`config.mk`:
```
export PLATFORM = sky130hd
export DESIGN_NAME = ts_report_packer
export DESIGN_NICKNAME = d
export VERILOG_FILES = /design/src/rtl/tsr_pkg.sv /design/src/rtl/tsr_sync_fifo.sv /design/src/rtl/ts_report_packer.sv
export SDC_FILE = /design/constraint.sdc
export NUM_CORES = 1
export LEC_CHECK = 0
export CAP_MARGIN = 10
export CORE_ASPECT_RATIO = 1.75
export CORE_UTILIZATION = 45
export DETAILED_ROUTE_END_ITERATION = 12
export HOLD_SLACK_MARGIN = 0.12
export PLACE_DENSITY_LB_ADDON = 0.05
export SLEW_MARGIN = 40
export SYNTH_ARGS = -nofsm -noshare
export SYNTH_HDL_FRONTEND = slang
export SYNTH_SLANG_ARGS = --single-unit
```
`constraint.sdc`:
```
create_clock -name clk -period 6.75 [get_ports clk]
set_input_delay 1.35 -clock clk [delete_from_list [all_inputs] [get_ports clk]]
set_output_delay 1.35 -clock clk [all_outputs]
set_load 0.01 [all_outputs]
```
`src/rtl/tsr_pkg.sv`:
```
// Shared widths, entry layout, FSM states and beat packing for ts_report_packer.
// Beat layouts are fixed at 32 bits regardless of how the FIFO is sized.
package tsr_pkg;

  localparam int UTC_W   = 6;
  localparam int CNT_W   = 26;
  localparam int DRIFT_W = 13;
  localparam int SEQ_W   = 8;

  localparam logic [3:0] TSR_TAG = 4'hA;

  typedef struct packed {
    logic [UTC_W-1:0]   utc;
    logic [CNT_W-1:0]   clk_counter;
    logic [DRIFT_W-1:0] drift;
    logic [SEQ_W-1:0]   seq;
    logic               lost;
  } tsr_entry_t;

  typedef enum logic [1:0] {IDLE, BEAT0, BEAT1} tsr_state_e;

  function automatic logic [31:0] pack_beat0(input tsr_entry_t e);
    return {TSR_TAG, e.seq, e.lost, e.utc, e.drift};
  endfunction

  function automatic logic [31:0] pack_beat1(input tsr_entry_t e);
    return {6'b0, e.clk_counter};
  endfunction

endpackage

```
`src/rtl/tsr_sync_fifo.sv`:
```
// Synchronous FIFO with the head and the entry behind it readable combinationally.
// Write lands at the clock edge; a same-cycle push and pop while full is legal.
module tsr_sync_fifo #(
  parameter int WIDTH = 54,
  parameter int DEPTH = 8
) (
  input  logic                       clk,
  input  logic                       rst_n,
  input  logic                       i_push,
  input  logic [WIDTH-1:0]           i_dat,
  input  logic                       i_pop,
  output logic [WIDTH-1:0]           o_head,
  output logic [WIDTH-1:0]           o_next,
  output logic                       o_full,
  output logic                       o_empty,
  output logic [$clog2(DEPTH):0]     o_level
);
  localparam int AW = $clog2(DEPTH);

  logic [WIDTH-1:0] r_mem [DEPTH];
  logic [AW-1:0]    r_wr_ptr;
  logic [AW-1:0]    r_rd_ptr;
  logic [AW:0]      r_level;

  always_ff @(posedge clk) begin
    if (i_push) r_mem[r_wr_ptr] <= i_dat;
  end

  always_ff @(posedge clk or negedge rst_n) begin
    if (!rst_n) begin
      r_wr_ptr <= '0;
      r_rd_ptr <= '0;
      r_level  <= '0;
    end else begin
      if (i_push) r_wr_ptr <= r_wr_ptr + AW'(1);
      if (i_pop)  r_rd_ptr <= r_rd_ptr + AW'(1);
      case ({i_push, i_pop})
        2'b10:   r_level <= r_level + (AW+1)'(1);
        2'b01:   r_level <= r_level - (AW+1)'(1);
        default: r_level <= r_level;
      endcase
    end
  end

  // o_next lets the reader start the following packet on the same edge it pops
  assign o_head  = r_mem[r_rd_ptr];
  assign o_next  = r_mem[r_rd_ptr + AW'(1)];
  assign o_full  = (r_level == (AW+1)'(DEPTH));
  assign o_empty = (r_level == '0);
  assign o_level = r_level;

endmodule

```
`src/rtl/ts_report_packer.sv`:
```
// Queues PPS timestamp tuples and streams them as 2-beat 32-bit valid/ready packets; ts_valid->m_valid 2 cycles.
// Beats hold under m_ready low; tuples arriving while full are dropped (counter only with TSR_DROP_COUNT_EN).
module ts_report_packer
  import tsr_pkg::*;
#(
  parameter int UTC_SECONDS_WIDTH       = UTC_W,
  parameter int COUNT_LAST_SECOND_WIDTH = CNT_W,
  parameter int DRIFT_COUNT_WIDTH       = DRIFT_W,
  parameter int FIFO_DEPTH              = 8
) (
  input  logic                               clk,
  input  logic                               rst_n,
  input  logic                               ts_valid,
  input  logic [UTC_SECONDS_WIDTH-1:0]       ts_utc_seconds,
  input  logic [COUNT_LAST_SECOND_WIDTH-1:0] ts_clk_counter,
  input  logic [DRIFT_COUNT_WIDTH-1:0]       ts_drift,
  output logic                               m_valid,
  output logic [31:0]                        m_data,
  output logic                               m_last,
  input  logic                               m_ready,
  output logic [$clog2(FIFO_DEPTH):0]        fifo_level,
  output logic [15:0]                        drop_count
);
  localparam int LVL_W = $clog2(FIFO_DEPTH) + 1;

  tsr_state_e       r_state, w_next_state;
  tsr_entry_t       w_wr_entry, w_head, w_next;
  logic             w_full, w_empty, w_push, w_pop, w_drop, w_load;
  logic [LVL_W-1:0] w_level;
  logic [SEQ_W-1:0] r_seq;
  logic             r_lost_pend;
  logic [31:0]      r_data, w_data_nxt;

  assign w_pop      = (r_state == BEAT1) && m_ready;
  assign w_push     = ts_valid && (!w_full || w_pop);
  assign w_drop     = ts_valid && !w_push;
  assign w_wr_entry = {ts_utc_seconds, ts_clk_counter, ts_drift, r_seq, r_lost_pend};

  tsr_sync_fifo #(
    .WIDTH ($bits(tsr_entry_t)),
    .DEPTH (FIFO_DEPTH)
  ) u_fifo (
    .clk     (clk),
    .rst_n   (rst_n),
    .i_push  (w_push),
    .i_dat   (w_wr_entry),
    .i_pop   (w_pop),
    .o_head  (w_head),
    .o_next  (w_next),
    .o_full  (w_full),
    .o_empty (w_empty),
    .o_level (w_level)
  );

  // seq counts every strobe, stored or dropped, so the host can see gaps
  always_ff @(posedge clk or negedge rst_n) begin
    if (!rst_n) begin
      r_seq       <= '0;
      r_lost_pend <= 1'b0;
    end else if (ts_valid) begin
      r_seq       <= r_seq + SEQ_W'(1);
      r_lost_pend <= w_drop;
    end
  end

  always_ff @(posedge clk or negedge rst_n) begin
    if (!rst_n) r_state <= IDLE;
    else        r_state <= w_next_state;
  end

  always_comb begin
    w_next_state = r_state;
    w_load       = 1'b0;
    w_data_nxt   = r_data;
    case (r_state)
      IDLE: if (!w_empty) begin
        w_next_state = BEAT0;
        w_load       = 1'b1;
        w_data_nxt   = pack_beat0(w_head);
      end
      BEAT0: if (m_ready) begin
        w_next_state = BEAT1;
        w_load       = 1'b1;
        w_data_nxt   = pack_beat1(w_head);
      end
      BEAT1: if (m_ready) begin
        // an entry written this cycle is not readable yet, so level>1 is the test
        if (w_level > LVL_W'(1)) begin
          w_next_state = BEAT0;
          w_load       = 1'b1;
          w_data_nxt   = pack_beat0(w_next);
        end else begin
          w_next_state = IDLE;
        end
      end
      default: w_next_state = IDLE;
    endcase
  end

  always_ff @(posedge clk or negedge rst_n) begin
    if (!rst_n)      r_data <= '0;
    else if (w_load) r_data <= w_data_nxt;
  end

  always_comb begin
    m_valid = (r_state != IDLE);
    m_last  = (r_state == BEAT1);
    m_data  = r_data;
  end

  assign fifo_level = w_level;

`ifdef TSR_DROP_COUNT_EN
  logic [15:0] r_drop_cnt;

  always_ff @(posedge clk or negedge rst_n) begin
    if (!rst_n)                                r_drop_cnt <= '0;
    else if (w_drop && r_drop_cnt != 16'hFFFF) r_drop_cnt <= r_drop_cnt + 16'd1;
  end

  assign drop_count = r_drop_cnt;
`else
  assign drop_count = 16'h0000;
`endif

endmodule

```
==> results of run 1 <==
-- layer usage --
layer	global-route usage [%]	share of wire, %	vias to the layer above
li1	-	-	4877
met1	25.3	36	5784
met2	43.0	56	318
met3	3.26	4.0	126
met4	10.5	4.3	2
met5	0	0.023	-
-- per-stage QoR --
stage          instances  cell area (um2)  setup slack [ns]
3_3_place_gp        1773            22200              2.43
3_5_place_dp        1777            22300              2.38
2_1_floorplan       1176            20900             0.615
6_report            1861            23700              3.03
5_1_grt             1861            23700              2.80
4_1_cts             1861            23700              2.95
-- report_power, final --
part / switching [mW] / internal [mW]
Clock: 1.09 / 1.37
Sequential: 0.415 / 3.89
Combinational: 2.60 / 2.00
-- placed cells by master, fill, tap and decap left out, types with 5 or more instances in the layout --
master	Yosys	layout
edfxtp_1	432	432
mux2i_1	141	141
mux4_2	91	91
clkdlybuf4s50_1	0	83
nand2_1	54	53
dfrtp_1	50	48
clkbuf_16	0	47
a22oi_1	33	33
buf_4	37	27
o221ai_1	25	25
a22o_1	25	25
a21oi_1	20	20
conb_1	1	18
clkinv_1	1	12
nand2b_1	12	12
o31ai_2	12	12
o21ai_1	11	11
a221oi_1	11	11
a211oi_2	11	11
ha_1	13	11
clkinv_2	0	11
o32ai_1	10	10
xnor2_1	10	10
clkbuf_1	18	9
nor2b_1	11	8
inv_1	6	6
nor2_1	9	6
o31ai_1	6	6
xor2_1	6	6
mux2_2	6	6
nand3_1	5	5
nand4_1	5	5
-- registers in the layout, indices dropped and copies added (netlist names) --
signal	count
u_fifo.r_mem	432
m_data	29
r_seq	8
u_fifo.o_level	4
u_fifo.r_rd_ptr	3
u_fifo.r_wr_ptr	3
r_state	2
r_lost_pend	1
-- how the worst max path moves through the flow --
stage | from | end | slack [ns] | cells after the start
finish | ts_valid | u_fifo.r_mem[3][30] | 3.03 | 4
global route | ts_valid | u_fifo.r_mem[3][30] | 2.80 | 4
CTS | ts_valid | u_fifo.r_mem[3][30] | 2.95 | 4
detailed placement | ts_valid | u_fifo.r_mem[3][30] | 2.38 | 4
global placement | ts_valid | u_fifo.r_mem[3][31] | 2.43 | 4
floorplan | ts_valid | u_fifo.r_mem[2][0] | 0.62 | 3
-- layout make-up --
cell class              count  area (um2)  area share, %
clock inverters            26         173          0.729
flip-flops and latches    482       14200           60.1
well taps                 583         729           3.08
inverters                   7        26.3          0.111
multi-input cells         587        6120           25.8
repair buffers            118        1170           4.93
clock buffers              58        1240           5.22
-- cells by family after synthesis --
| group | after synthesis | synth area share [%] |
|---|---|---|
| other cells | 1 | 0.0180 |
| mux | 238 | 16.9 |
| xor+xnor | 17 | 0.749 |
| fa+ha+maj | 13 | 0.779 |
| simple gates | 115 | 2.72 |
| compound gates | 186 | 7.41 |
| flops | 482 | 68.2 |
| buf+inv | 107 | 3.25 |
-- tightest hold or removal path, stage by stage, from the launching register on --
cell	delay [ns]
dfrtp_1	0.34
nand2_1	0.05
o21ai_1	0.06
==> impl_results.md, run 1 <==
- Nets: 1303
- Top cell family by delay on the critical path: buffers and inverters
- Largest cells by area after synthesis: edfxtp_1, mux4_2, mux2i_1
- Final period util: 55.1%
- Unrepaired setup endpoints after global routing: false
- CTS Hold Bufs: 0
- CTS buffer count: 45
- # DRC: 0
- Syn Std Cell Area: 20900 um2
- DR iter-0 viols: 673
- Final Hold Vio Count: 0
- Crit path buffers/inverters: 2
- Top-count cell post-synth: edfxtp_1
- Critical path's largest stage delay: 0.72 ns
- Pleak: 8.03 nW
- Critical Path AT: 3.91 ns
- Reg2reg path depth: 6
- Worst-Skew Late Latency: 0.56 ns
- PwrDens: 480 nW/um2
- Syn Area/Cell: 18.0 um2
- Number of global-route vias before repair: 11850
- First-pass GRT wire length: 77.0 mm
- Top Ports: 103
- CTS resizes: 0
- Global Route Usage Sum: 23.0%
- Worst-Margin Slew: 0.870 ns
- MaxCap Viol Count: 0
- Clk sinks: 482
- IO buf count: 84
- Worst r2r src: u_fifo.r_rd_ptr[0]
- DRT Pass-1 Iters: 7
- GPL Wtd Cong: 0.750
- Hold depth: 2
- Worst setup EP type: flop
- Final TNS setup: 0 ns
- Routed WL: 52.7 mm
- Slew headroom: 41.7%
- Crit Path Category: input port to flop
- Worst-path fanout max: 35
- RR Endpoint: m_data[3]
- H-Tree Depth: 2
- Worst Hold Class: flop to flop
- Seq/Total Area, Yosys: 68.2%
- Most frequent cells after synthesis: edfxtp_1, mux2i_1, mux4_2, nand2_1, dfrtp_1
- VDD IR max: 0.000409 V
- Critical Path RT: 6.94 ns
- Clock Tree Root: clkbuf_16
- Layout cells sized above 1: 19.2%
- P&R area growth vs syn: 13.5%
- Top cell type's share of synthesized area: 62.2%
- Hold Crit Start: m_data[5]
- Worst path slowest cell: nor2_4
- Vias/cell: 5.97
- CTS Buffer Depth: 3
- Largest net degree at the start of global routing: 63
- R2R Setup Slk: 3.25 ns
- Chip height: 287 um
- DP HPWL: 30.7 mm
- Count of cell types in the netlist: 56
- Prevailing post-synth register cell: edfxtp_1
- GRT overflow: 0
- Total Power: 11.4 mW
- Max Fclk: 269 MHz
- Startpoint Class: input port
- Mapped Cells: 1159
- Initial antenna violation count: 1
- Worst Hold Slack: 0.479 ns
- Initial core utilization: 45.4%
- Clock Skew: 0.0191 ns
- Seq cells post-synth: 482
- Core Rows: 104
- Util after Layout: 51.6%
- Avg WL per Cell: 28.3 um
- Yosys Warn Count: 0
- CTS tree: done
- Area of the die: 47300 um2
- Period minus WS final: 3.72 ns
- DR vias: 11107
- Status: completed
- Fillers: 3753
- Worst-path clk slew: 0.06 ns
- Max-slew violations: 0
- Final setup fails: 0
- Ys async rst share: 10.4%
- ANT nets after route: 0
- Setup bufs post-CTS: 0
- Post-synth EDFFs: 432
- ANT cells: 0
- Core area: 45900 um2
- DIE WIDTH: 165 um
- Worst path cell trace: clkdlybuf4s50_1, o211ai_1, nor2_4, buf_4
- Endpoint, Worst Hold: m_data[5]
- Largest area contributor in the netlist: edfxtp_1
Note: power is estimated with default switching activity, not from simulation.
==> run 2: changes to the inputs <==
- clock period: 6.75 -> 3.5 ns (I/O delays scaled with it)
==> run 2 against run 1 <==
Net effect: register-to-register slack worse by 2.6 ns; non-clock buffer count is 14 higher; critical path depth is 1 lower; via count is 0.43% higher; sequential cell count stayed put; core utilization is 0.78 points higher; largest power group unchanged; sequential power is 89% higher; power is 97% higher; sequential share of layout area is 0.89 points lower; clock skew is 0.0038 ns higher; routed wire length is 1.6% lower.
==> impl_results.md, run 2 (synthesis results as in run 1) <==
- Core Rows: 104 (unchanged)
- Chip height: 287 um (unchanged)
- Vias/cell: 5.95 (-0.26%)
- Final period util: 81.6%
- Avg WL per Cell: 27.7 um (-2.3%)
- DIE WIDTH: 165 um (unchanged)
- Commonest cells after routing, fill and taps aside: edfxtp_1, mux2i_1, mux4_2
- # DRC: 0 (unchanged)
- H-Tree Depth: 2 (unchanged)
- GPL Wtd Cong: 0.776 (+3.4%)
- Core area: 45900 um2 (unchanged)
- Worst Hold Class: flop to flop
- DP HPWL: 30.9 mm (+0.46%)
- Util after Layout: 52.3% (+0.78 points)
- Routed WL: 51.9 mm (-1.6%)
- CTS Hold Bufs: 0 (unchanged)
- CTS Buffer Depth: 3 (unchanged)
- Largest net degree at the start of global routing: 93 (+48%)
- Initial antenna violation count: 2 (+1)
- DR vias: 11155 (+0.43%)
- Final Hold Vio Count: 0 (unchanged)
- Largest register FFs: 432 (unchanged)
- Top Ports: 103 (unchanged)
- Worst Hold Slack: 0.488 ns (+0.00889 ns)
- R2R Setup Slk: 0.67 ns (-2.58 ns)
- First-pass GRT wire length: 75.9 mm (-1.4%)
- Critical Path RT: 2.80 ns (-4.14 ns)
- Worst-Margin Slew: 0.821 ns (-0.0496 ns)
- Status: completed
- Startpoint Class: flop
- Nets: 1317 (+1.1%)
- Period minus WS final: 2.85 ns
- Total Power: 22.4 mW (+97%)
- Area of the die: 47300 um2 (unchanged)
- CTS resizes: 0 (unchanged)
- Layout cells sized above 1: 20.3% (+1.0 points)
- CP endpoint: m_last
- Setup bufs post-CTS: 0 (unchanged)
- Worst-path clk slew: 0.07 ns (about the same)
- Clock Skew: 0.0229 ns (+0.00384 ns)
- ANT nets after route: 0 (unchanged)
- GRT overflow: 0 (unchanged)
- Reg2reg path depth: 7 (+1)
- Worst setup path startpoint: r_state[0]
- Slew headroom: 45.3% (+3.6 points)
- Commonest non-fill, non-tap cell in the layout: edfxtp_1
- Crit Path Category: flop to output port
- Final TNS setup: 0 ns (unchanged)
- Worst setup EP type: output port
- DR iter-0 viols: 853 (+27%)
- Worst-path fanout max: 10 (-71%)
- Max-slew violations: 0 (unchanged)
- Initial core utilization: 45.4% (unchanged)
- PwrDens: 930 nW/um2 (+94%)
- VDD IR max: 0.000485 V (+19%)
- Global Route Usage Sum: 22.6% (-0.45 points)
- Number of global-route vias before repair: 11734 (-0.98%)
- ANT cells: 0 (unchanged)
- Critical Path AT: 2.15 ns (-1.76 ns)
- Clk sinks: 482 (unchanged)
- Worst-Skew Late Latency: 0.56 ns (about the same)
- DRT Pass-1 Iters: 7 (unchanged)
- IO buf count: 84 (unchanged)
- RR Endpoint: m_data[25]
- Clock Tree Root: clkbuf_16
- P&R area growth vs syn: 15.2%
- CTS buffer count: 45 (unchanged)
- Unrepaired setup endpoints after global routing: false
- Final setup fails: 0 (unchanged)
- Largest register by flop count: u_fifo.r_mem
- CTS tree: done
- Worst r2r src: u_fifo.r_rd_ptr[0]
- Pleak: 8.19 nW (+1.9%)
- MaxCap Viol Count: 0 (unchanged)
- Max Fclk: 350 MHz
## run 2: area by class of cell
cell class	instances	area, um2
fill	3693	21900
clock buffer	59	1290
clock inverter	24	244
sequential	482	14200
multi-input combinational	587	6130
inverter	7	26.3
timing repair buffer	132	1390
tap	583	729
## run 2: metrics by stage
stage | cell area (um2) | worst slack (ns) | instances
global route | 24000 | 0.529 | 1874
detailed placement | 22500 | 0.488 | 1790
global placement | 22500 | 0.480 | 1788
finish | 24000 | 0.645 | 1874
CTS | 24000 | 0.592 | 1873
floorplan | 21000 | -0.494 | 1176
## run 2: worst min-delay path by stage
stage               start    endpoint  slack, ns  cells after the start
2_1_floorplan       rst_n   m_data[0]       0.40                      0
3_3_place_gp   m_data[12]  m_data[12]       0.47                      2
3_5_place_dp   m_data[10]  m_data[10]       0.48                      2
4_1_cts             rst_n  m_data[20]       0.23                      1
5_1_grt        m_data[17]  m_data[17]       0.52                      2
6_report       m_data[10]  m_data[10]       0.49                      2
## run 2: critical path: stages (launching register included)
cell	delay [ns]
dfrtp_1	0.43
inv_1	0.11
ha_1	0.44
clkdlybuf4s50_1	0.63
## run 2: routing by layer
metal	part of all wire (%)	global-route usage, %
met4	3.4	8.12
met1	37	26.1
met2	55	41.9
met5	0.037	0
met3	4.1	2.97
## run 2: power breakdown
group	leakage (nW)	internal, mW	switching [mW]
logic	2.89	4.00	5.17
clock network	0.755	2.96	2.11
registers	4.54	7.49	0.630
total	8.19	14.5	7.91
